**src/rtl/gol_ctrl_pkg.sv**
```systemverilog
// Shared types and constants for the Game-of-Life control path: FSM states,
// grid-memory owner encoding and the generation period helper.
package gol_ctrl_pkg;

    typedef enum logic [2:0] {
        S_LOAD,
        S_CLEAR,
        S_READY,
        S_RUN_WAIT,
        S_STEP
    } state_t;

    localparam logic [1:0] OWN_IDLE   = 2'd0;
    localparam logic [1:0] OWN_LOADER = 2'd1;
    localparam logic [1:0] OWN_CLEAR  = 2'd2;
    localparam logic [1:0] OWN_ENGINE = 2'd3;

    localparam int unsigned DEFAULT_BASE_PERIOD = 32'd25_000_000;

    // A shift large enough to empty the period still yields one step per cycle.
    function automatic logic [31:0] gen_period(input logic [31:0] base,
                                               input logic [3:0]  shift);
        logic [31:0] p;
        p = base >> shift;
        return (p == 32'd0) ? 32'd1 : p;
    endfunction

endpackage

```
**src/rtl/gen_tick_timer.sv**
```systemverilog
// Generation-rate timer: counts cycles while enabled and flags expiry once the
// speed-dependent period has elapsed; the period is re-evaluated every cycle.
module gen_tick_timer
    import gol_ctrl_pkg::*;
#(
    parameter int unsigned BASE_PERIOD = DEFAULT_BASE_PERIOD
) (
    input  logic       clk_in,
    input  logic       reset,
    input  logic       clear,
    input  logic       enable,
    input  logic [3:0] shift,
    output logic       expire
);

    logic [31:0] tick_cnt;
    logic [31:0] period;

    assign period = gen_period(32'(BASE_PERIOD), shift);
    // A compare (not equality) lets a speed-up cut the current wait short.
    assign expire = enable && (tick_cnt >= (period - 32'd1));

    always_ff @(posedge clk_in) begin
        if (reset || clear) begin
            tick_cnt <= 32'd0;
        end else if (enable) begin
            tick_cnt <= expire ? 32'd0 : tick_cnt + 32'd1;
        end
    end

endmodule

```
**src/rtl/evolution_scheduler.sv**
```systemverilog
// Game-of-Life scheduler: turns keyboard commands into handshaked requests to
// the loader, clear engine and evolution engine so only one owns grid memory.
module evolution_scheduler
    import gol_ctrl_pkg::*;
#(
    parameter int          P_PARAM_N   = 64,
    parameter int          P_PARAM_M   = 64,
    parameter int          WIDTH       = 12,
    parameter int unsigned BASE_PERIOD = DEFAULT_BASE_PERIOD
) (
    input  logic                 clk_in,
    input  logic                 reset,
    input  logic                 start,
    input  logic                 pause,
    input  logic                 clear,
    input  logic                 manual,
    input  logic                 reload,
    input  logic [15:0]          file_id,
    input  logic [3:0]           evo_left_shift,
    input  logic                 modify,
    input  logic [2*WIDTH-1:0]   setting_pos,
    output logic                 load_req,
    output logic [15:0]          load_file_id,
    input  logic                 load_done,
    output logic                 clear_req,
    input  logic                 clear_done,
    output logic                 step_req,
    input  logic                 step_done,
    output logic                 edit_strobe,
    output logic [2*WIDTH-1:0]   edit_pos,
    output logic [1:0]           mem_owner,
    output logic                 running,
    output logic [31:0]          gen_count
);

    localparam logic [2*WIDTH:0] CELLS = (2*WIDTH+1)'(P_PARAM_N * P_PARAM_M);

    state_t state;
    logic   start_q, pause_q, clear_q, reload_q, modify_q;
    logic   pend_clear, pend_pause, pend_load;
    logic   start_evt, pause_evt, clear_evt, load_evt, modify_evt;
    logic   edit_ok, tick_expire;

    assign start_evt  = start  & ~start_q;
    assign pause_evt  = pause  & ~pause_q;
    assign clear_evt  = clear  & ~clear_q;
    assign modify_evt = modify & ~modify_q;
    assign load_evt   = (reload & ~reload_q) | (file_id != load_file_id);
    // Cursor positions outside the grid have no cell to toggle.
    assign edit_ok    = manual && ({1'b0, setting_pos} < CELLS);

    gen_tick_timer #(
        .BASE_PERIOD (BASE_PERIOD)
    ) u_tick (
        .clk_in (clk_in),
        .reset  (reset),
        .clear  (state != S_RUN_WAIT),
        .enable (state == S_RUN_WAIT),
        .shift  (evo_left_shift),
        .expire (tick_expire)
    );

    always_ff @(posedge clk_in) begin
        // NOTE: non-blocking assignments everywhere here, so every branch sees
        // the pre-edge values of state, requests and pending flags.
        start_q  <= start;
        pause_q  <= pause;
        clear_q  <= clear;
        reload_q <= reload;
        modify_q <= modify;

        if (reset) begin
            state        <= S_LOAD;
            load_req     <= 1'b0;
            clear_req    <= 1'b0;
            step_req     <= 1'b0;
            edit_strobe  <= 1'b0;
            edit_pos     <= '0;
            running      <= 1'b0;
            gen_count    <= 32'd0;
            mem_owner    <= OWN_IDLE;
            load_file_id <= file_id;
            pend_clear   <= 1'b0;
            pend_pause   <= 1'b0;
            pend_load    <= 1'b0;
        end else begin
            edit_strobe <= 1'b0;
            unique case (state)
                S_LOAD: begin
                    if (load_req && load_done) begin
                        load_req   <= 1'b0;
                        mem_owner  <= OWN_IDLE;
                        gen_count  <= 32'd0;
                        pend_clear <= 1'b0;
                        pend_load  <= 1'b0;
                        state      <= (pend_clear || clear_evt) ? S_CLEAR : S_READY;
                    end else begin
                        load_req   <= 1'b1;
                        mem_owner  <= OWN_LOADER;
                        pend_clear <= pend_clear | clear_evt;
                    end
                end
                S_CLEAR: begin
                    if (clear_req && clear_done) begin
                        clear_req <= 1'b0;
                        mem_owner <= OWN_IDLE;
                        gen_count <= 32'd0;
                        pend_load <= 1'b0;
                        if (pend_load || load_evt) begin
                            load_file_id <= file_id;
                            state        <= S_LOAD;
                        end else begin
                            state <= S_READY;
                        end
                    end else begin
                        clear_req <= 1'b1;
                        mem_owner <= OWN_CLEAR;
                        pend_load <= pend_load | load_evt;
                    end
                end
                S_READY: begin
                    mem_owner <= OWN_IDLE;
                    if (clear_evt) begin
                        state <= S_CLEAR;
                    end else if (load_evt) begin
                        load_file_id <= file_id;
                        state        <= S_LOAD;
                    end else if (start_evt) begin
                        running <= 1'b1;
                        state   <= S_RUN_WAIT;
                    end else if (modify_evt && edit_ok) begin
                        edit_strobe <= 1'b1;
                        edit_pos    <= setting_pos;
                    end
                end
                S_RUN_WAIT: begin
                    mem_owner <= OWN_IDLE;
                    if (clear_evt) begin
                        running <= 1'b0;
                        state   <= S_CLEAR;
                    end else if (pause_evt) begin
                        running <= 1'b0;
                        state   <= S_READY;
                    end else if (load_evt) begin
                        running      <= 1'b0;
                        load_file_id <= file_id;
                        state        <= S_LOAD;
                    end else if (tick_expire) begin
                        state <= S_STEP;
                    end
                end
                S_STEP: begin
                    if (step_req && step_done) begin
                        step_req   <= 1'b0;
                        mem_owner  <= OWN_IDLE;
                        gen_count  <= gen_count + 32'd1;
                        pend_clear <= 1'b0;
                        pend_pause <= 1'b0;
                        pend_load  <= 1'b0;
                        if (pend_clear || clear_evt) begin
                            // A reload queued behind the clear survives into CLEAR.
                            pend_load <= pend_load | load_evt;
                            running   <= 1'b0;
                            state     <= S_CLEAR;
                        end else if (pend_load || load_evt) begin
                            load_file_id <= file_id;
                            running      <= 1'b0;
                            state        <= S_LOAD;
                        end else if (pend_pause || pause_evt) begin
                            running <= 1'b0;
                            state   <= S_READY;
                        end else begin
                            state <= S_RUN_WAIT;
                        end
                    end else begin
                        step_req   <= 1'b1;
                        mem_owner  <= OWN_ENGINE;
                        pend_clear <= pend_clear | clear_evt;
                        pend_pause <= pend_pause | pause_evt;
                        pend_load  <= pend_load  | load_evt;
                    end
                end
                default: state <= S_LOAD;
            endcase
        end
    end

endmodule
```
**config.mk**
```make
export PLATFORM = sky130hd
export DESIGN_NAME = evolution_scheduler
export DESIGN_NICKNAME = d
export VERILOG_FILES = /design/src/rtl/gol_ctrl_pkg.sv /design/src/rtl/gen_tick_timer.sv /design/src/rtl/evolution_scheduler.sv
export SDC_FILE = /design/constraint.sdc
export NUM_CORES = 1
export LEC_CHECK = 0
export ABC_CLOCK_PERIOD_IN_PS = 4400
export BUFFER_PORTS_ARGS = -buffer_cell sky130_fd_sc_hd__clkbuf_2
export CAP_MARGIN = 20
export CELL_PAD_IN_SITES_DETAIL_PLACEMENT = 0
export CELL_PAD_IN_SITES_GLOBAL_PLACEMENT = 1
export CORE_MARGIN = 10
export CORE_UTILIZATION = 35
export CTS_CLUSTER_DIAMETER = 40
export DETAILED_ROUTE_END_ITERATION = 10
export HOLD_SLACK_MARGIN = 0.02
export PLACE_DENSITY_LB_ADDON = 0.1
export SYNTH_ARGS = -nofsm -noshare
export SYNTH_HDL_FRONTEND = slang
export SYNTH_SLANG_ARGS = --single-unit
```
**constraint.sdc**
```tcl
create_clock -name clk_in -period 4.4 [get_ports clk_in]
set_input_delay 0.22 -clock clk_in [delete_from_list [all_inputs] [get_ports clk_in]]
set_output_delay 0.22 -clock clk_in [all_outputs]
set_load 0.01 [all_outputs]
```
# --- After elaboration in Yosys (flattened, before gate mapping) ---
# Cells that the tools add are included.
op_classes:
  addsub: 3
  n_lt_le_gt_ge: 2
  eq_ne: 22
  n_shift: 1
  muxes: 60
  bitwise_logic: 18
  n_reduce_logical: 25
op_table:
  columns: ["op", "count"]
  rows:
  - ["32-bit 2-to-1 mux", 5]
  - ["16-bit 2-to-1 mux", 9]
  - ["32-bit case mux with 3 select lines", 1]
  - ["32-bit by 1-bit adder with 32-bit output (second input constant)", 2]
  - ["16-bit case mux with 4 select lines", 1]
  - ["32-bit greater-or-equal comparator", 1]
  - ["32-bit logical NOT", 1]
  - ["25-bit by 4-bit right shift with 32-bit output (first input constant)", 1]
  - ["32-bit by 1-bit subtractor with 32-bit output (second input constant)", 1]
  - ["3-bit 2-to-1 mux", 10]
  - ["24-bit by 13-bit less-than comparator with 1-bit output (second input constant)", 1]
  - ["1-bit 2-to-1 mux", 23]
  - ["3-bit inequality test (second input constant)", 6]
  - ["16-bit inequality test", 1]
  - ["3-bit case mux with 5 select lines", 1]
  - ["7-bit AND reduction", 2]
  - ["2-bit 2-to-1 mux", 6]
  - ["2-bit inequality test (second input constant)", 6]
  - ["4-bit inequality test (second input constant)", 3]
  - ["5-bit AND reduction", 2]
  - ["1-bit inverter", 9]
  - ["2-bit case mux with 4 select lines", 1]
  - ["3-bit by 2-bit equality test with 1-bit output (second input constant)", 2]
  - ["1-bit logical AND", 6]
  - ["18 further kinds", 30]
totals:
  register_bits: 122
  input_bits: 55
  output_inout_bits: 79
  wordCells: 150

# --- Depth between registers and ports, before layout ---
# Gate-level depths: netlist of run 1.
logic_depth:
  word_depth: 11
  depth_mapped: 17
  ltp_nobuf: 15

# --- Hierarchy ---
# From an unflattened synthesis of run 1, not the netlist that was laid out.
unflattened:
  cells_unflattened: 715
  hier_area_um2: 6424.9
by_module_without_submodules:
  columns: ["mod", "n_inst", "cells_per_inst", "area_per_inst_um2", "seq_area_each_um2"]
  rows:
  - ["evolution_scheduler", 1, 402, 3876.2, 1961.9]
  - ["gen_tick_timer", 1, 313, 2548.7, 640.6]

# --- Worst setup path after synthesis of run 1 ---
# Ideal clock, no wire load.
synth_path:
  kind: "input to register"
  startpoint: "input evo_left_shift[2]"
  endpoint: "register u_tick.tick_cnt[10]"
  setup_ns: 0.128
  arrival_time_ns: 3.131
  required_time_ns: 4.272
  setup_slack_ns: 1.141
  cell_stages: 16
  path_buffers: 3
  cell_sequence: "clkbuf_1 clkbuf_1 o22ai_1 or2_2 ha_1 and3_1 nor3_1 o21ai_0 ha_1 nand4_1 nor2_1 a211oi_1 o21a_1 o211ai_1 clkbuf_1 nor2_1"
synth_via:
  elab_chain_cells: 7
synth_rtl:
  columns: ["element", "line", "source"]
  rows:
  - ["start, declared", "evolution_scheduler.sv:19", "input logic [3:0] evo_left_shift,"]
  - ["25-bit by 4-bit right shift with 32-bit output (*)", "gol_ctrl_pkg.sv:24", "p = base >> shift;"]
  - ["32-bit logical NOT", "gol_ctrl_pkg.sv:25", "return (p == 32'd0) ? 32'd1 : p;"]
  - ["32-bit 2-to-1 mux (*)", "gol_ctrl_pkg.sv:25", null]
  - ["32-bit by 1-bit subtractor with 32-bit output (*)", "gen_tick_timer.sv:21", "assign expire = enable && (tick_cnt >= (period - 32'd1));"]
  - ["32-bit greater-or-equal comparator (*)", "gen_tick_timer.sv:21", null]
  - ["1-bit logical AND (*)", "gen_tick_timer.sv:21", null]
  - ["32-bit 2-to-1 mux (*)", "gen_tick_timer.sv:27", "tick_cnt <= expire ? 32'd0 : tick_cnt + 32'd1;"]
  - ["end signal, assigned", "gen_tick_timer.sv:27", null]
  - ["end, declared", "gen_tick_timer.sv:16", "logic [31:0] tick_cnt;"]
# Mark *: on every way between the ends. The rest lies on a longest branch, timed or not.
# A chain may end at the register's enable or synchronous reset.

# --- Worst setup path after layout of run 1 ---
layout_path:
  startpoint: "input evo_left_shift[0]"
  endpoint: "register u_tick.tick_cnt[15]"
# The elaborated chain is that of the path after synthesis.

==> metrics.md, run 1 <==
| Metric | Value |
|---|---|
| Die height | about 150 um |
| Max clock buf depth | 2 |
| First-pass GRT wire length | approximately 28000 um |
| DP HPWL | around 13000 um |
| CP max FO | 32 |
| Initial core utilization | 0.358 |
| Delay of the slowest critical-path stage | approximately 0.36 ns |
| Power per Cell Area | between 400 and 500 mW/mm^2 |
| Crit path kind | input port to flip-flop |
| Leakage power | around 3.2 nW |
| Fmax | roughly 340 MHz |
| DRC viols | 0 |
| RR Endpoint | edit_pos[19] |
| CP Data Arrival Time | approximately 3.3 ns |
| Layout cell share with drive strength beyond 1 | 0.208 |
| Boundary pin count | about 130 |
| Cell Chain, Critical Path | clkbuf_2 > inv_1 > nand2_1 > a21oi_1 > or2_2 > ha_1 > and3_1 > nor3_1 > o21ai_0 > ha_1 > nand4_1 > nor2_1 > a211oi_1 > o21a_1 > o211ai_1 > buf_4 > nor2_1 |
| Die area | between 0.02 and 0.025 sq mm |
| Cell area after synthesis | 0.00622 sq mm |
| Row count | 48 |
| Maximum vdd drop | around 0.27 mV |
| Setup Skew | approximately 0.016 ns |
| H-tree levels | 4 |
| 1st-iter DRT viols | between 200 and 250 |
| Synth Flop Type | dfxtp_1 |
| Root Buffer | clkbuf_16 |
| Synth cell count leaders | nor2_1 (115), dfxtp_1 (106), nand2_1 (57), xor2_1 (46), ha_1 (35) |
| Initial antenna violation count | 0 |
| Via count | 5425 |
| Fin. Hold Viols | 0 |
| Num Clock Sinks | 122 |
| Cell area after layout | approximately 0.008 sq mm |
| Register area share after synthesis | 0.419 |
| Routability cong. | 0.789 |
| Num CTS Buffers | 17 |
| Total grt overflow | 0 |
| Clock-pin slew on the worst setup and hold paths | about 0.060 ns |
| CP Launch Type | input port |
| N_diodes | 0 |
| Max stage delay cell, worst path | buf_4 |
| Finish-stage setup viols | 0 |
| Number of synthesized register bits | 122 |
| Top delay family on crit path | simple AND/OR/NAND/NOR gates |
| Vias per cell | between 4 and 5 |
| CTS tree | built |
| HP Start | setting_pos[2] |
| Non-Filler Instances | 1098 |
| Total GRT Usage | 0.141 |
| Reg2Reg Setup Slack | ~1.5 ns |
| Path type of the worst min-delay path | input port to flip-flop |
| Syn Inst Count | between 700 and 800 |
| Worst Setup End Kind | flip-flop |
| Fillcell total | between 1500 and 2000 |
| Slew Viols, Final | 0 |
| Port Buffer Count | about 130 |
| Pre-antenna DRT Iters | 5 |
| Area Growth Syn to Fin | 28.1% |
| Crit share post-route | 0.678 |
| Nets | 950 |
| RSZ-0062 raised after global routing | no |
| Fin Hold WS | between 0.03 and 0.04 ns |
| Setup TNS | 0 ns |
| Reg2reg path depth | 6 |
| Post-synth top area cell | dfxtp_1 |
| Top-count cell post-synth | nor2_1 |
| Top-area cell type share of the netlist area | 0.341 |
| Synth Warn # | 0 |
| Detailed Route WL | roughly 17000 um |
| Crit path required time | 4.68 ns |
| Worst slew pin tran | around 1.0 ns |
| Status | complete, no violations |
| Worst Path Buf+Inv | 3 |
| CORE AREA | between 0.015 and 0.02 sq mm |
| Syn_area_per_cell | around 9 sq um |
| Top cells by area, synth | dfxtp_1 (34%), edfxtp_1 (7.7%), ha_1 (7.0%) |
| Vias in the first global route | roughly 5300 |
| Cell variety after synth | 60 |
| Die width | 153 um |
| Async SR Flop Fraction | 0 |
| Placed cells | between 1000 and 1500 |
| Period minus WS final | 2.98 ns |
| WL per Instance | between 15 and 20 um |
| Critical Path Start | evo_left_shift[0] |
| Worst slew margin | 0.308 |
| Max-Cap Viols | 0 |
| Worst hold path depth | 3 |
| Post-synth EDFFs | 16 |
| Worst r2r src | load_file_id[2] |
| Largest net degree at the start of global routing | 33 |
| WHS Endpoint | edit_pos[2] |
| Total power | 0.00324 W |
| Antenna Nets Post-Route | 0 |
| Clock Latency Late Sink | 0.42 ns |
| Dpl cell area | between 0.007 and 0.008 sq mm |
## area by class of cell
class                      count  area, sq um  share of cell area
clock buffer                  22          474              0.0596
clock inverter                10          164              0.0206
sequential                   122         2600               0.327
inverter                      12         45.0             0.00566
multi-input combinational    550         3500               0.439
timing repair buffer         157          898               0.113
tap                          225          282              0.0354
## tightest hold or removal path, stage by stage
cell,delay (ns)
clkbuf_2,0.07
mux2i_1,0.05
nor2_1,0.07
## metal layers
layer / vias to the layer above / track usage / wire length (um)
li1: 2776 / - / -
met1: 2549 / 0.167 / 7560
met2: 91 / 0.244 / 8530
met3: 9 / 0.0359 / 552
met4: 0 / 0.0445 / 181
met5: - / 0 / 0
## metrics by stage
step	setup slack (ns)	utilization
detailed placement	0.987	0.410
global placement	1.07	0.410
global route	1.03	0.459
finish	1.42	0.459
CTS	1.37	0.459
floorplan	1.14	-
## layout by cell type, fill, tap and decap left out, types with 4 or more instances in the layout
cell,instances
clkbuf_2,133
nor2_1,115
dfxtp_1,106
nand2_1,57
xor2_1,46
ha_1,35
xnor2_1,30
nand3_1,30
o21ai_0,25
a21oi_1,25
nor3_1,22
dlygate4sd3_1,21
nand4_1,19
clkbuf_16,17
edfxtp_1,16
and2_1,15
mux2i_1,12
inv_1,11
and3_1,11
nor4_1,10
nand2b_1,8
nor2b_1,8
a21o_1,7
and4_1,7
conb_1,7
a211oi_1,6
a31oi_1,4
o21a_1,4
o211ai_1,4
bufinv_16,4
## worst max-delay path by stage
stage / to / slack (ns) / cells past startpoint
6_report: u_tick.tick_cnt[15] / 1.42 / 17
5_1_grt: u_tick.tick_cnt[22] / 1.03 / 17
3_5_place_dp: u_tick.tick_cnt[30] / 0.99 / 17
2_1_floorplan: u_tick.tick_cnt[10] / 1.14 / 16
4_1_cts: edit_pos[19] / 1.37 / 6
3_3_place_gp: u_tick.tick_cnt[20] / 1.07 / 17
## cells by family after synthesis
group,Yosys count,synth area share
AND/OR/NAND/NOR,326,0.265
multiplexers,14,0.0229
AO/OA/AOI/OAI,92,0.0928
flip-flops,122,0.419
buffers and inverters,35,0.0225
other,1,0.000603
adder cells (fa/ha/maj),35,0.0705
XOR/XNOR,76,0.107
## flip-flops by register name (all words and copies together) (netlist names), 2 cells and up
name	cells
load_file_id	16
edit_pos	24
mem_owner	2
state	3
gen_count	32
u_tick.tick_cnt	32
## where the power goes
| group | total [W] | internal, W | switching (W) |
|---|---|---|---|
| Sequential | 0.00127 | 0.00120 | 0.0000641 |
| Combinational | 0.000473 | 0.000180 | 0.000292 |
| Clock | 0.00150 | 0.000995 | 0.000505 |
## repair_timing
action                     CTS  global route
hold endpoints to repair    21             0
hold buffers                21             0
setup endpoints to repair    0             0
resized for setup            0             0
buffers inserted             0             0
No activity file was read; power rests on OpenSTA's default activity.
==> run 2: changes to the inputs <==
Settings changed: ABC_CLOCK_PERIOD_IN_PS 4400 to 3100.
Clock period 4.4 ns to 3.1 ns, I/O delays scaled along.
==> metrics.md, run 2 (synthesized netlist as in run 1, its figures left out) <==
| Metric | Value |
|---|---|
| Status | complete, no violations (unchanged) |
| Die height | 153 um (unchanged) |
| Placed cells | 1054 (was 1045) |
| Fin. Hold Viols | 0 (unchanged) |
| Fillcell total | 1696 (unchanged) |
| Critical Path Start | load_file_id[2] (was evo_left_shift[0]) |
| Crit path required time | 3.40 ns (was 4.68 ns) |
| CP Data Arrival Time | 2.90 ns (was 3.26 ns) |
| Root Buffer | clkbuf_16 (unchanged) |
| Initial antenna violation count | 0 (unchanged) |
| Slew Viols, Final | 0 (unchanged) |
| Area Growth Syn to Fin | 31.2% (was 28.1%) |
| Commonest non-fill, non-tap cell in the layout | clkbuf_2 (unchanged) |
| DRC viols | 0 (unchanged) |
| Post-CTS sizing | 0 (unchanged) |
| Num Clock Sinks | 122 (unchanged) |
| Largest net degree at the start of global routing | 34 (was 33) |
| Vias per cell | 4.97 (was 4.94) |
| CTS tree | built (unchanged) |
| DP HPWL | 12900 um (was 12700 um) |
| Finish-stage setup viols | 0 (unchanged) |
| Die width | 153 um (unchanged) |
| Area of the multi-input gates | 0.00350 sq mm (unchanged) |
| Regs by FF count | gen_count: 32 flops, u_tick.tick_cnt: 32 flops, edit_pos: 24 flops (unchanged) |
| Boundary pin count | 134 (unchanged) |
| # hold bufs at CTS | 33 (was 21) |
| Initial core utilization | 0.358 (unchanged) |
| Worst Setup End Kind | flip-flop (unchanged) |
| Row count | 48 (unchanged) |
| Port Buffer Count | 133 (unchanged) |
| Fmax | about 380 MHz |
| Reg area | 0.00260 sq mm (unchanged) |
| WL per Instance | 15.2 um (was 15.3 um) |
| Antenna Nets Post-Route | 0 (unchanged) |
| Vias in the first global route | 5601 (was 5347) |
| Flop pwr share | 0.386 (was 0.391) |
| HP Start | clear_done (was setting_pos[2]) |
| CP Launch Type | flip-flop (was input port) |
| Setup Buffers After CTS | 0 (unchanged) |
| First-pass GRT wire length | 28400 um (was 27600 um) |
| Clock Power Share | 0.461 (was 0.463) |
| Power per Cell Area | 567 mW/mm^2 (was 407 mW/mm^2) |
| Worst r2r src | load_file_id[2] (unchanged) |
| Pre-antenna DRT Iters | 5 (unchanged) |
| Setup Skew | 0.0164 ns (was 0.0155 ns) |
| Layout cell share with drive strength beyond 1 | 0.216 (was 0.208) |
| Clock Latency Late Sink | 0.42 ns (about the same) |
| H-tree levels | 4 (unchanged) |
| Most frequent cells in the layout | clkbuf_2 (133), nor2_1 (115), dfxtp_1 (106) (unchanged) |
| Setup TNS | 0 ns (unchanged) |
| RSZ-0062 raised after global routing | no (unchanged) |
| Net Sw Frac | 0.270 (was 0.266) |
| Non-Filler Instances | 1119 (was 1098) |
| Die area | 0.0235 sq mm (unchanged) |
| Routability cong. | 0.857 (was 0.789) |
| 1st-iter DRT viols | 314 (was 244) |
| Max clock buf depth | 2 (unchanged) |
| Total GRT Usage | 0.145 (was 0.141) |
| Via count | 5561 (was 5425) |
| CP max FO | 13 (was 32) |
| Power Internal | 0.00338 W (was 0.00238 W) |
| Combinational Power Share | 0.153 (was 0.146) |
| N_diodes | 0 (unchanged) |
| Detailed Route WL | 17100 um (was 16800 um) |
| Worst slew pin tran | 0.754 ns (was 1.04 ns) |
| Crit path kind | flip-flop to flip-flop (was input port to flip-flop) |
| Max-Cap Viols | 0 (unchanged) |
| Path type of the worst min-delay path | input port to flip-flop (unchanged) |
| Maximum vdd drop | 0.378 mV (was 0.266 mV) |
| Nets | 971 (was 950) |
| Clock-pin slew on the worst setup and hold paths | 0.06 ns (about the same) |
| Total grt overflow | 0 (unchanged) |
| Final design utilization | 0.470 (was 0.459) |
| Leakage power | 3.34 nW (was 3.24 nW) |
| Num CTS Buffers | 17 (unchanged) |
| Period minus WS final | 2.60 ns |
| Sw Pwr | 0.00125 W (was 0.000861 W) |
| Worst slew margin | 0.495 (was 0.308) |
| CORE AREA | 0.0174 sq mm (unchanged) |
| Crit share post-route | 0.839 |
[run 2: through the flow]
stage	hold WS (ns)	setup WS (ns)	power, W	cell area, sq um
floorplan	0.183	0.0419	0.00225	6240
global placement	0.274	0.125	0.00249	7180
detailed placement	0.271	0.103	0.00250	7180
CTS	0.0588	0.523	0.00469	8160
global route	0.112	0.202	0.00484	8160
finish	0.0745	0.498	0.00462	8160
[run 2: routing by layer]
layer | track usage | vias to the layer above | wire length [um]
li1 | - | 2826 | -
met2 | 0.249 | 91 | 8540
met4 | 0.0527 | 0 | 317
met1 | 0.171 | 2622 | 7580
met3 | 0.0365 | 22 | 633
met5 | 0 | - | 0
[run 2: cell type report]
cell class,instances,area share
well taps,225,0.0345
clock inverters,12,0.0193
repair buffers,178,0.133
inverters,12,0.00552
multi-input cells,550,0.429
clock buffers,20,0.0600
flip-flops and latches,122,0.319
[run 2: final timing paths]
path / cells after the start / end / slack [ns]
worst max register to register: 7 / edit_pos[23] / 0.50
worst min-delay path: 4 / clear_req / 0.07
worst max-delay path: 7 / edit_pos[23] / 0.50
worst min register to register: 1 / edit_pos[14] / 0.46
[run 2: power by group through the flow]
stage | sequential (W) | combinational, W | clock [W]
detailed placement | 0.00182 | 0.000675 | 0
global route | 0.00180 | 0.000793 | 0.00225
CTS | 0.00179 | 0.000713 | 0.00219
floorplan | 0.00183 | 0.000416 | 0
finish | 0.00179 | 0.000706 | 0.00213
global placement | 0.00181 | 0.000672 | 0
[run 2: critical path, cell delays in order, from the launching register on]
cell and delay, ns:
edfxtp_1 0.41, xor2_1 0.18, nor4_1 0.36, nand3_1 0.41
nor4_4 0.35, buf_4 0.30, nor2_1 0.20, and2_1 0.25
